===== src/rtl/memory_arbiter.sv =====
// memory_arbiter: round-robin arbiter sharing one single-port Memory between two bus masters.
// One transaction at a time: IDLE -> ACCESS -> WAIT (reads, READ_LATENCY cycles) -> RESP -> IDLE.
module memory_arbiter #(
    parameter int ADDR_WIDTH   = 32,
    parameter int DATA_WIDTH   = 32,
    parameter int READ_LATENCY = 1
) (
    input  logic                  clk,
    input  logic                  reset,
    input  logic                  m0_read,
    input  logic                  m0_write,
    input  logic [ADDR_WIDTH-1:0] m0_address,
    input  logic [DATA_WIDTH-1:0] m0_write_data,
    output logic [DATA_WIDTH-1:0] m0_read_data,
    output logic                  m0_ack,
    input  logic                  m1_read,
    input  logic                  m1_write,
    input  logic [ADDR_WIDTH-1:0] m1_address,
    input  logic [DATA_WIDTH-1:0] m1_write_data,
    output logic [DATA_WIDTH-1:0] m1_read_data,
    output logic                  m1_ack,
    output logic                  memory_read,
    output logic                  memory_write,
    output logic [ADDR_WIDTH-1:0] address,
    output logic [DATA_WIDTH-1:0] write_data,
    input  logic [DATA_WIDTH-1:0] read_data,
    output logic                  busy
);

    typedef enum logic [1:0] {IDLE, ACCESS, WAIT, RESP} state_t;

    localparam logic [3:0] LAT = 4'(READ_LATENCY);

    state_t     state, state_next;
    logic       grant_q, write_q, last_grant;
    logic [3:0] cnt;
    logic       req0, req1, grant_sel, capture;

    assign req0 = m0_read | m0_write;
    assign req1 = m1_read | m1_write;
    assign busy = (state != IDLE);

    // Strobes are decoded from state so an async reset drops them immediately.
    always_comb begin
        state_next   = state;
        grant_sel    = 1'b0;
        capture      = 1'b0;
        memory_read  = 1'b0;
        memory_write = 1'b0;
        case (state)
            IDLE: begin
                grant_sel = (req0 && req1) ? ~last_grant : req1;
                if (req0 || req1) state_next = ACCESS;
            end
            ACCESS: begin
                memory_write = write_q;
                memory_read  = ~write_q;
                if (write_q) begin
                    state_next = RESP;
                end else if (LAT == 4'd0) begin
                    capture    = 1'b1;
                    state_next = RESP;
                end else begin
                    state_next = WAIT;
                end
            end
            WAIT: begin
                if (cnt == 4'd1) begin
                    capture    = 1'b1;
                    state_next = RESP;
                end
            end
            RESP:    state_next = IDLE;
            default: state_next = IDLE;
        endcase
    end

    always_ff @(posedge clk or posedge reset) begin
        if (reset) begin
            state        <= IDLE;
            grant_q      <= 1'b0;
            write_q      <= 1'b0;
            last_grant   <= 1'b1;
            cnt          <= '0;
            address      <= '0;
            write_data   <= '0;
            m0_read_data <= '0;
            m1_read_data <= '0;
            m0_ack       <= 1'b0;
            m1_ack       <= 1'b0;
        end else begin
            state  <= state_next;
            m0_ack <= (state_next == RESP) && !grant_q;
            m1_ack <= (state_next == RESP) && grant_q;
            if (state == IDLE && state_next == ACCESS) begin
                grant_q    <= grant_sel;
                last_grant <= grant_sel;
                write_q    <= grant_sel ? m1_write      : m0_write;
                address    <= grant_sel ? m1_address    : m0_address;
                write_data <= grant_sel ? m1_write_data : m0_write_data;
            end
            if (state == ACCESS)
                cnt <= LAT;
            else if (state == WAIT)
                cnt <= cnt - 4'd1;
            if (capture) begin
                if (grant_q) m1_read_data <= read_data;
                else         m0_read_data <= read_data;
            end
        end
    end

endmodule


===== config.mk =====
export PLATFORM = sky130hd
export DESIGN_NAME = memory_arbiter
export DESIGN_NICKNAME = d
export VERILOG_FILES = /design/src/rtl/memory_arbiter.sv
export SDC_FILE = /design/constraint.sdc
export NUM_CORES = 1
export LEC_CHECK = 0
export ABC_AREA = 0
export BUFFER_PORTS_ARGS = -buffer_cell sky130_fd_sc_hd__buf_2
export CORE_MARGIN = 5
export CORE_UTILIZATION = 40
export CTS_BUF_LIST = sky130_fd_sc_hd__clkbuf_8 sky130_fd_sc_hd__clkbuf_16
export DETAILED_ROUTE_END_ITERATION = 16
export PLACE_DENSITY = 0.79
export RECOVER_POWER = 50
export SETUP_SLACK_MARGIN = 0.15
export SKIP_CTS_REPAIR_TIMING = 1
export SKIP_LAST_GASP = 1
export SYNTH_ARGS = -nofsm -noshare
export SYNTH_HDL_FRONTEND = slang
export SYNTH_SLANG_ARGS = --single-unit

===== constraint.sdc =====
create_clock -name clk -period 10.65 [get_ports clk]
set_input_delay 1.065 -clock clk [delete_from_list [all_inputs] [get_ports clk]]
set_output_delay 1.065 -clock clk [all_outputs]
set_load 0.1 [all_outputs]

=== Yosys cells after proc, flatten, opt, wreduce, memory -nomap -nowiden ===
Index checks and enable logic that the tools add are counted.

* Add/subtract/negate cells: 1
* Equality and inequality tests: 6
* Multiplexer cells: 15
* Bitwise logic cells: 5
* Reductions and logical operators: 11

{| class="wikitable"
|+ Operator list
! cell !! count
|-
| two-way mux 32 bit || 2
|-
| two-way mux 1 bit || 8
|-
| two-way mux 4 bit || 2
|-
| case mux 2 bit (4 select lines) || 1
|-
| == test 2 bit, second input constant || 3
|-
| == test 2 x 1 -> 1 bit, second input constant || 2
|-
| == test 4 x 1 -> 1 bit, second input constant || 1
|-
| logical AND 1 bit || 4
|-
| two-way mux 2 bit || 2
|-
| AND reduction 2 bit || 2
|-
| nonzero test 2 bit || 2
|-
| subtractor 4 x 1 -> 4 bit, second input constant || 1
|-
| inverter 1 bit || 3
|-
| logical NOT 2 bit || 1
|-
| bitwise OR 1 bit || 2
|-
| logical NOT 1 bit || 1
|-
| logical OR 1 bit || 1
|}

* Flip-flop bits (word level): 139
* Input bits: 166
* Output and inout port bits: 133
* Word-level logic and storage cells: 49

=== Longest topological paths before layout ===
Gate-level depths: netlist of run 1.

* Depth after elaboration: 6
* Gate-level depth with buffers: 8
* Mapped depth without buffers: 6

=== Worst setup path before layout of run 1 ===
OpenSTA, ideal clock, no wires.

* Path kind: reg-to-output
* Start point: register state[1]
* End point: output port memory_read
* Data arrival time: 2.019 ns
* Data required time: 9.585 ns
* Path slack: 7.566 ns
* Cell stages (with the launch flop): 4
* Buffers on the path: 0
* Cells stage by stage: dfrtp_1 -> inv_1 -> ha_1 -> nor2b_1

* Cells in the longest elaborated chain, start to end: 2

{| class="wikitable"
|+ RTL lines
! element !! line !! text
|-
| start: declaration || 34 || <nowiki>state_t state, state_next;</nowiki>
|-
| start signal: assignment || 92 || <nowiki>state <= state_next;</nowiki>
|-
| == test 2 x 1 -> 1 bit || 50 || <nowiki>case (state)</nowiki>
|-
| two-way mux 1 bit || 50 ||
|-
| end: declaration || 22 || <nowiki>output logic memory_read,</nowiki>
|}

Every way passes these cells.

=== Worst setup path in the final report of run 1 ===
* Start point: input port m0_write
* End point: register write_data[29]

* Cells in the longest elaborated chain, start to end: 6
* Elaborated cells on any way between the ends: 10
* Classes of those cells: eq/ne (1); mux (5); bitwise (1); reduce/logical (3)

{| class="wikitable"
|+ RTL lines
! element !! line !! text
|-
| start: declaration || 11 || <nowiki>input logic m0_write,</nowiki>
|-
| bitwise OR 1 bit * || 39 || <nowiki>assign req0 = m0_read | m0_write;</nowiki>
|-
| logical OR 1 bit || 53 || <nowiki>if (req0 || req1) state_next = ACCESS;</nowiki>
|-
| two-way mux 2 bit || 53 ||
|-
| case mux 2 bit (4 select lines) || 50 ||
|-
| == test 2 x 1 -> 1 bit || 95 || <nowiki>if (state == IDLE && state_next == ACCESS) begin</nowiki>
|-
| logical AND 1 bit || 95 ||
|-
| end signal: assignment || 100 || <nowiki>write_data <= grant_sel ? m1_write_data : m0_write_data;</nowiki>
|-
| end: declaration || 25 || <nowiki>output logic [DATA_WIDTH-1:0] write_data,</nowiki>
|}

Every way passes the cells marked *; elsewhere a longest branch is shown, timed or not.
A chain may end at the register's enable or synchronous reset.

==> results of run 1 <==
-- synth_stat cells --
library cell and count:
buf_2 10, nor2b_1 2, nor2_2 1, nor3_2 1
nor3_4 1, mux2i_1 64, a32oi_1 1, inv_2 2
nand4bb_1 1, and3_1 2, nand3b_1 1, buf_12 5
nor3_1 1, clkbuf_1 4, dfrtp_1 138, o21a_1 1
a21oi_1 68, a21o_1 1, and2_1 1, inv_1 6
mux2_1 14, a211oi_4 1, ha_1 5, mux2_4 30
nand2_1 7, or2_1 1, dfstp_2 1, o21ai_0 5
buf_4 6, buf_6 4, nor2_1 68, o21ai_1 2
mux2_2 21
-- sequential cells by signal, indices dropped and copies added (netlist names) --
name,flops
m0_ack,1
grant_q,1
m1_ack,1
cnt,4
last_grant,1
state,2
write_data,32
write_q,1
m0_read_data,32
m1_read_data,32
address,32
-- metrics by stage --
step	setup slack [ns]	hold slack [ns]
after detailed placement	6.990	0.4706
after floorplan	5.862	0.4491
after CTS	7.456	0.4842
final	5.986	0.4836
after global routing	5.726	0.5034
after global placement	7.093	0.4618
-- worst max-delay path: stages --
cell and delay (ns):
clkbuf_1 0.11, o21a_1 0.19, nor3_1 2.08, buf_4 0.92, mux2i_1 0.27, a21oi_1 0.09
-- final cells by class --
class	count	share of cell area
Sequential cell	139	0.4352
Clock buffer	19	0.05665
Multi-Input combinational cell	300	0.2776
Timing Repair Buffer	304	0.1795
Clock inverter	13	0.01768
Tap cell	188	0.02942
Inverter	8	0.003912
-- path summary, 6_finish.rpt --
| path | from | to | slack, ns | cells after the start |
|---|---|---|---|---|
| worst min register to register | m0_read_data[31]$_DFFE_PP0P_ | m0_read_data[31]$_DFFE_PP0P_ | 0.48 | 1 |
| worst min-delay path | m0_read_data[31]$_DFFE_PP0P_ | m0_read_data[31]$_DFFE_PP0P_ | 0.48 | 1 |
| min in group asynchronous | reset | m1_read_data[24]$_DFFE_PP0P_ | 1.36 | 2 |
| worst max register to register | state[0]$_DFF_PP0_ | write_data[29]$_DFFE_PP0P_ | 6.05 | 7 |
| max in group asynchronous | reset | address[20]$_DFFE_PP0P_ | 7.35 | 3 |
| worst max-delay path | m0_write | write_data[29]$_DFFE_PP0P_ | 5.99 | 6 |
-- metal layers --
layer	up-vias	wire length [um]
li1	2248	-
met4	2	267
met3	23	1619
met2	209	7064
met1	2171	6096
met5	-	13
-- cell families (layout without fill, tap and decap cells) --
logic type | after synthesis | after routing
flops | 139 | 139
buf+inv | 37 | 344
mux | 129 | 129
simple gates | 87 | 87
compound gates | 79 | 79
fa+ha+maj | 5 | 5
==> flow_summary.toml, run 1 <==
[die]
dieHeight_um = 133.6
io_pins = 299
row_count = 45
start_util = 0.4047
floorplan.die_area_um2 = 17840
dieWidth_um = 133.6
core_area_um2 = 15090

[critical_path]
arrival_ns = 4.82
cp_max_fo = 50
end_kind = "flop"
criticalPathCategory = "input port to flop"
cp-start-kind = "input port"
required_ns = 10.80

[placed_design]
dpl_cell_area_um2 = 7631
dp.cells = 939
place.gp.congestion = 0.7711
hpwlAfterDp_mm = 10.95
io_buffers = 298

[clock_network]
clk_latency_ns = 0.41
cts_made_buffers = 17
cts_tree = "built"
clkTransAtPathRegs_ns = 0.06
cts_buffer_depth = 2
cts_root_buffer = "clkbuf_16"
cts_num_sinks = 139
htree_levels = 4

[timing]
relSlewSlack = -0.8957
rsz0062_at_grt = "false"
drv_slew = 207
max_freq_mhz = 214.4
skew_ns = 0.01368
hold_viol_final = 0
fin_tns_setup_ns = 0
worstMarginPinSlew_ns = 2.822
period_needed_ns = 4.664
fin_crit_sh = 0.4379
setup_viol_count_final = 0

[synth]
yosysTopAreaCell = "dfrtp_1"
synth_top_area_frac = 0.5655
synthTopCellsByArea = "dfrtp_1 57%, mux2i_1 10%, mux2_4 7.4%"
syn_avg_cell_area_um2 = 12.83
ys_seq_area_frac = 0.5698
yosysWarnings = 0
synth_top_family_by_area = "multiplexers"
yosys.area_share.simple = 0.06146
syn_area_um2 = 6107
syn_nets = 647
synthMuxAreaShare = 0.2432
synth_cells = 476
synth_xor_xnor_area_share = 0
synth_cell_types = 33
synth_fa_ha_area_frac = 0.01024
synth_compound_area_frac = 0.06863
synth_seq_cells = 139

[layout]
stdcell_area_um2 = 7995
layout-drive-gt1-share = 0.3704
fin_nets = 941
diodes = 0
regArea_um2 = 3480
multiInputGateArea_um2 = 2220
final_cell_mix = "226 x buf_2, 138 x dfrtp_1, 75 x clkbuf_1"
nFillCells = 1370
final_cells = 971
fin_util = 0.5299
final_common_cell = "buf_2"
area_delta_synth_final_pct = 30.92

[global_routing]
grtUsageMet2 = 0.2661
grt_pass1_wl_mm = 23.86
met3_usage = 0.07817
grt_usage = 0.1675
gr-total-overflow = 0
grt_antenna_before_repair = 1
met1_usage = 0.1984
grt_max_degree = 82
grt_pass1_vias = 4749
grt_most_used_layer = "met2"

[detailed_routing]
drt_first_pass_iters = 4
ant_nets = 0
viasPerCell = 4.792
via_count = 4653
drt_iter0_markers = 189
wl_mm = 15.06
drc = 0
wl_per_cell_um = 15.51

[status]
outcome = "finished, violations left"
violations = "max-capacitance violations, max-slew violations"

[hold_path]
hold_path_class = "flop to flop"

[run]
maxCapViolations = 5
Power of run 1 is not shown: default switching activity piles up to over one toggle a cycle in this logic, so the estimate is an artifact.
==> run 2, diff against run 1 <==
--- a/config.mk
+++ b/config.mk
@@ -5,13 +5,13 @@
 export SDC_FILE = /design/constraint.sdc
 export NUM_CORES = 1
 export LEC_CHECK = 0
-export ABC_AREA = 0
+export ABC_AREA = 1
 export BUFFER_PORTS_ARGS = -buffer_cell sky130_fd_sc_hd__buf_2
 export CORE_MARGIN = 5
 export CORE_UTILIZATION = 40
 export CTS_BUF_LIST = sky130_fd_sc_hd__clkbuf_8 sky130_fd_sc_hd__clkbuf_16
 export DETAILED_ROUTE_END_ITERATION = 16
-export PLACE_DENSITY = 0.79
+export PLACE_DENSITY = 0.78
 export RECOVER_POWER = 50
 export SETUP_SLACK_MARGIN = 0.15
 export SKIP_CTS_REPAIR_TIMING = 1
==> constraint.sdc (replaced) <==
create_clock -name clk -period 4.4 [get_ports clk]
set_input_delay 0.44 -clock clk [delete_from_list [all_inputs] [get_ports clk]]
set_output_delay 0.44 -clock clk [all_outputs]
set_load 0.1 [all_outputs]
==> flow_summary.toml, run 2 <==
[layout]
layout-drive-gt1-share = 0.2472
final_common_cell = "nand2_1"
final_cell_mix = "271 x nand2_1, 236 x buf_2, 172 x inv_1"
nFillCells = 1585
fin_util = 0.5348
fin_nets = 1307
regArea_um2 = 3480
diodes = 0
area_delta_synth_final_pct = 31.65
multiInputGateArea_um2 = 2293

[timing]
hold_ws_ns = 0.2794
relSlewSlack = -0.5087
timing.final.ws_setup_ns = 1.651
worstMarginPinSlew_ns = 2.263
max_freq_mhz = 363.7
period_needed_ns = 2.749
hold_viol_final = 0
drv_slew = 110
setup_viol_count_final = 0
rsz0062_at_grt = "false"
fin_tns_setup_ns = 0
skew_ns = 0.008456
fin_crit_sh = 0.6249

[clock_network]
cts_made_buffers = 17
cts_root_buffer = "clkbuf_16"
clk_latency_ns = 0.41
htree_levels = 4
cts_buffer_depth = 2
clkTransAtPathRegs_ns = 0.06
cts_num_sinks = 139
cts_tree = "built"

[critical_path]
required_ns = 4.74
criticalPathCategory = "flop to flop"
cp-start-kind = "flop"
end_kind = "flop"
cp_max_fo = 69
arrival_ns = 3.09

[detailed_routing]
drt_first_pass_iters = 5
viasPerCell = 4.699
drc = 0
ant_nets = 0
drt_iter0_markers = 256
via_count = 6433
wl_mm = 19.05
wl_per_cell_um = 13.91

[synth]
ys.flop_type = "dfrtp_1"
syn_avg_cell_area_um2 = 7.734
yosysMostFrequentCell = "nand2_1"
synth_seq_cells = 139
synth_top_area_frac = 0.5144
synth_cells = 868
synthTopCellsByArea = "dfrtp_1 51%, nand2_1 15%, inv_1 9.7%"
ys_seq_area_frac = 0.5184
async_flop_share = 1.000
synth_cell_types = 24
synthTopCellsByCount = "271 x nand2_1, 174 x inv_1, 138 x dfrtp_1, 71 x nand3_1"
syn_nets = 1039
synth_edf_count = 0
yosysTopAreaCell = "dfrtp_1"
yosysWarnings = 0
syn_area_um2 = 6713

[status]
violations = "max-capacitance violations, max-slew violations"
outcome = "finished, violations left"

[die]
core_area_um2 = 16520
dieHeight_um = 139.5
start_util = 0.4062
row_count = 47
dieWidth_um = 139.5
io_pins = 299
floorplan.die_area_um2 = 19470

[placed_design]
dp_slack_ns = 1.625
place.gp.congestion = 0.8649
io_buffers = 298
hpwlAfterDp_mm = 13.33

[global_routing]
grt_pass1_vias = 6219
gr-total-overflow = 0
grt_usage = 0.1928
grt_antenna_before_repair = 1
grt_max_degree = 110
grt_pass1_wl_mm = 31.01

[run]
maxCapViolations = 1

[hold_path]
hold_path_class = "input port to flop"
[run 2: metrics by stage]
stage / cells / cell area [um2]
2_1_floorplan: 868 / 6713
3_3_place_gp: 1337 / 8249
3_5_place_dp: 1337 / 8249
4_1_cts: 1369 / 8919
5_1_grt: 1369 / 8837
6_report: 1369 / 8837
[run 2: area by class of cell]
cell class	count	area share
sequential	139	0.3937
multi-input combinational	499	0.2595
timing repair buffer	304	0.1651
inverter	175	0.07476
clock buffer	18	0.04970
tap	220	0.03115
clock inverter	14	0.02605
[run 2: worst max-delay path: stages, from the launching register on]
cell	delay, ns
dfrtp_1	0.40
inv_1	0.13
ha_1	0.21
buf_4	0.59
nand3_2	0.17
inv_2	0.84
nand3_1	0.18
nand2_1	0.11
[run 2: cells by family after synthesis]
group                    Yosys count  synth area share
buffers and inverters            230            0.1424
AO/OA/AOI/OAI                     70           0.05238
AND/OR/NAND/NOR                  424            0.2775
adder cells (fa/ha/maj)            5          0.009320
flip-flops                       139            0.5184
[run 2: path summary, 6_finish.rpt]
kind	start	end	slack [ns]	cells after the start
max	state[0]$_DFF_PP0_	address[9]$_DFFE_PP0P_	1.65	7
min	read_data[1]	m0_read_data[1]$_DFFE_PP0P_	0.28	3
max reg2reg	state[0]$_DFF_PP0_	address[9]$_DFFE_PP0P_	1.65	7
min reg2reg	write_data[8]$_DFFE_PP0P_	write_data[8]$_DFFE_PP0P_	0.48	2
max in group asynchronous	reset	address[5]$_DFFE_PP0P_	2.38	3
min in group asynchronous	reset	m0_read_data[26]$_DFFE_PP0P_	0.72	2
[run 2: routing by layer]
layer	GRT usage	wire (um)	vias up
met4	0.06731	342	2
met2	0.2954	8706	283
met3	0.05729	1740	27
met5	0	13	-
li1	-	-	3231
met1	0.2623	8245	2890
Power of run 2 is left out for the same reason.
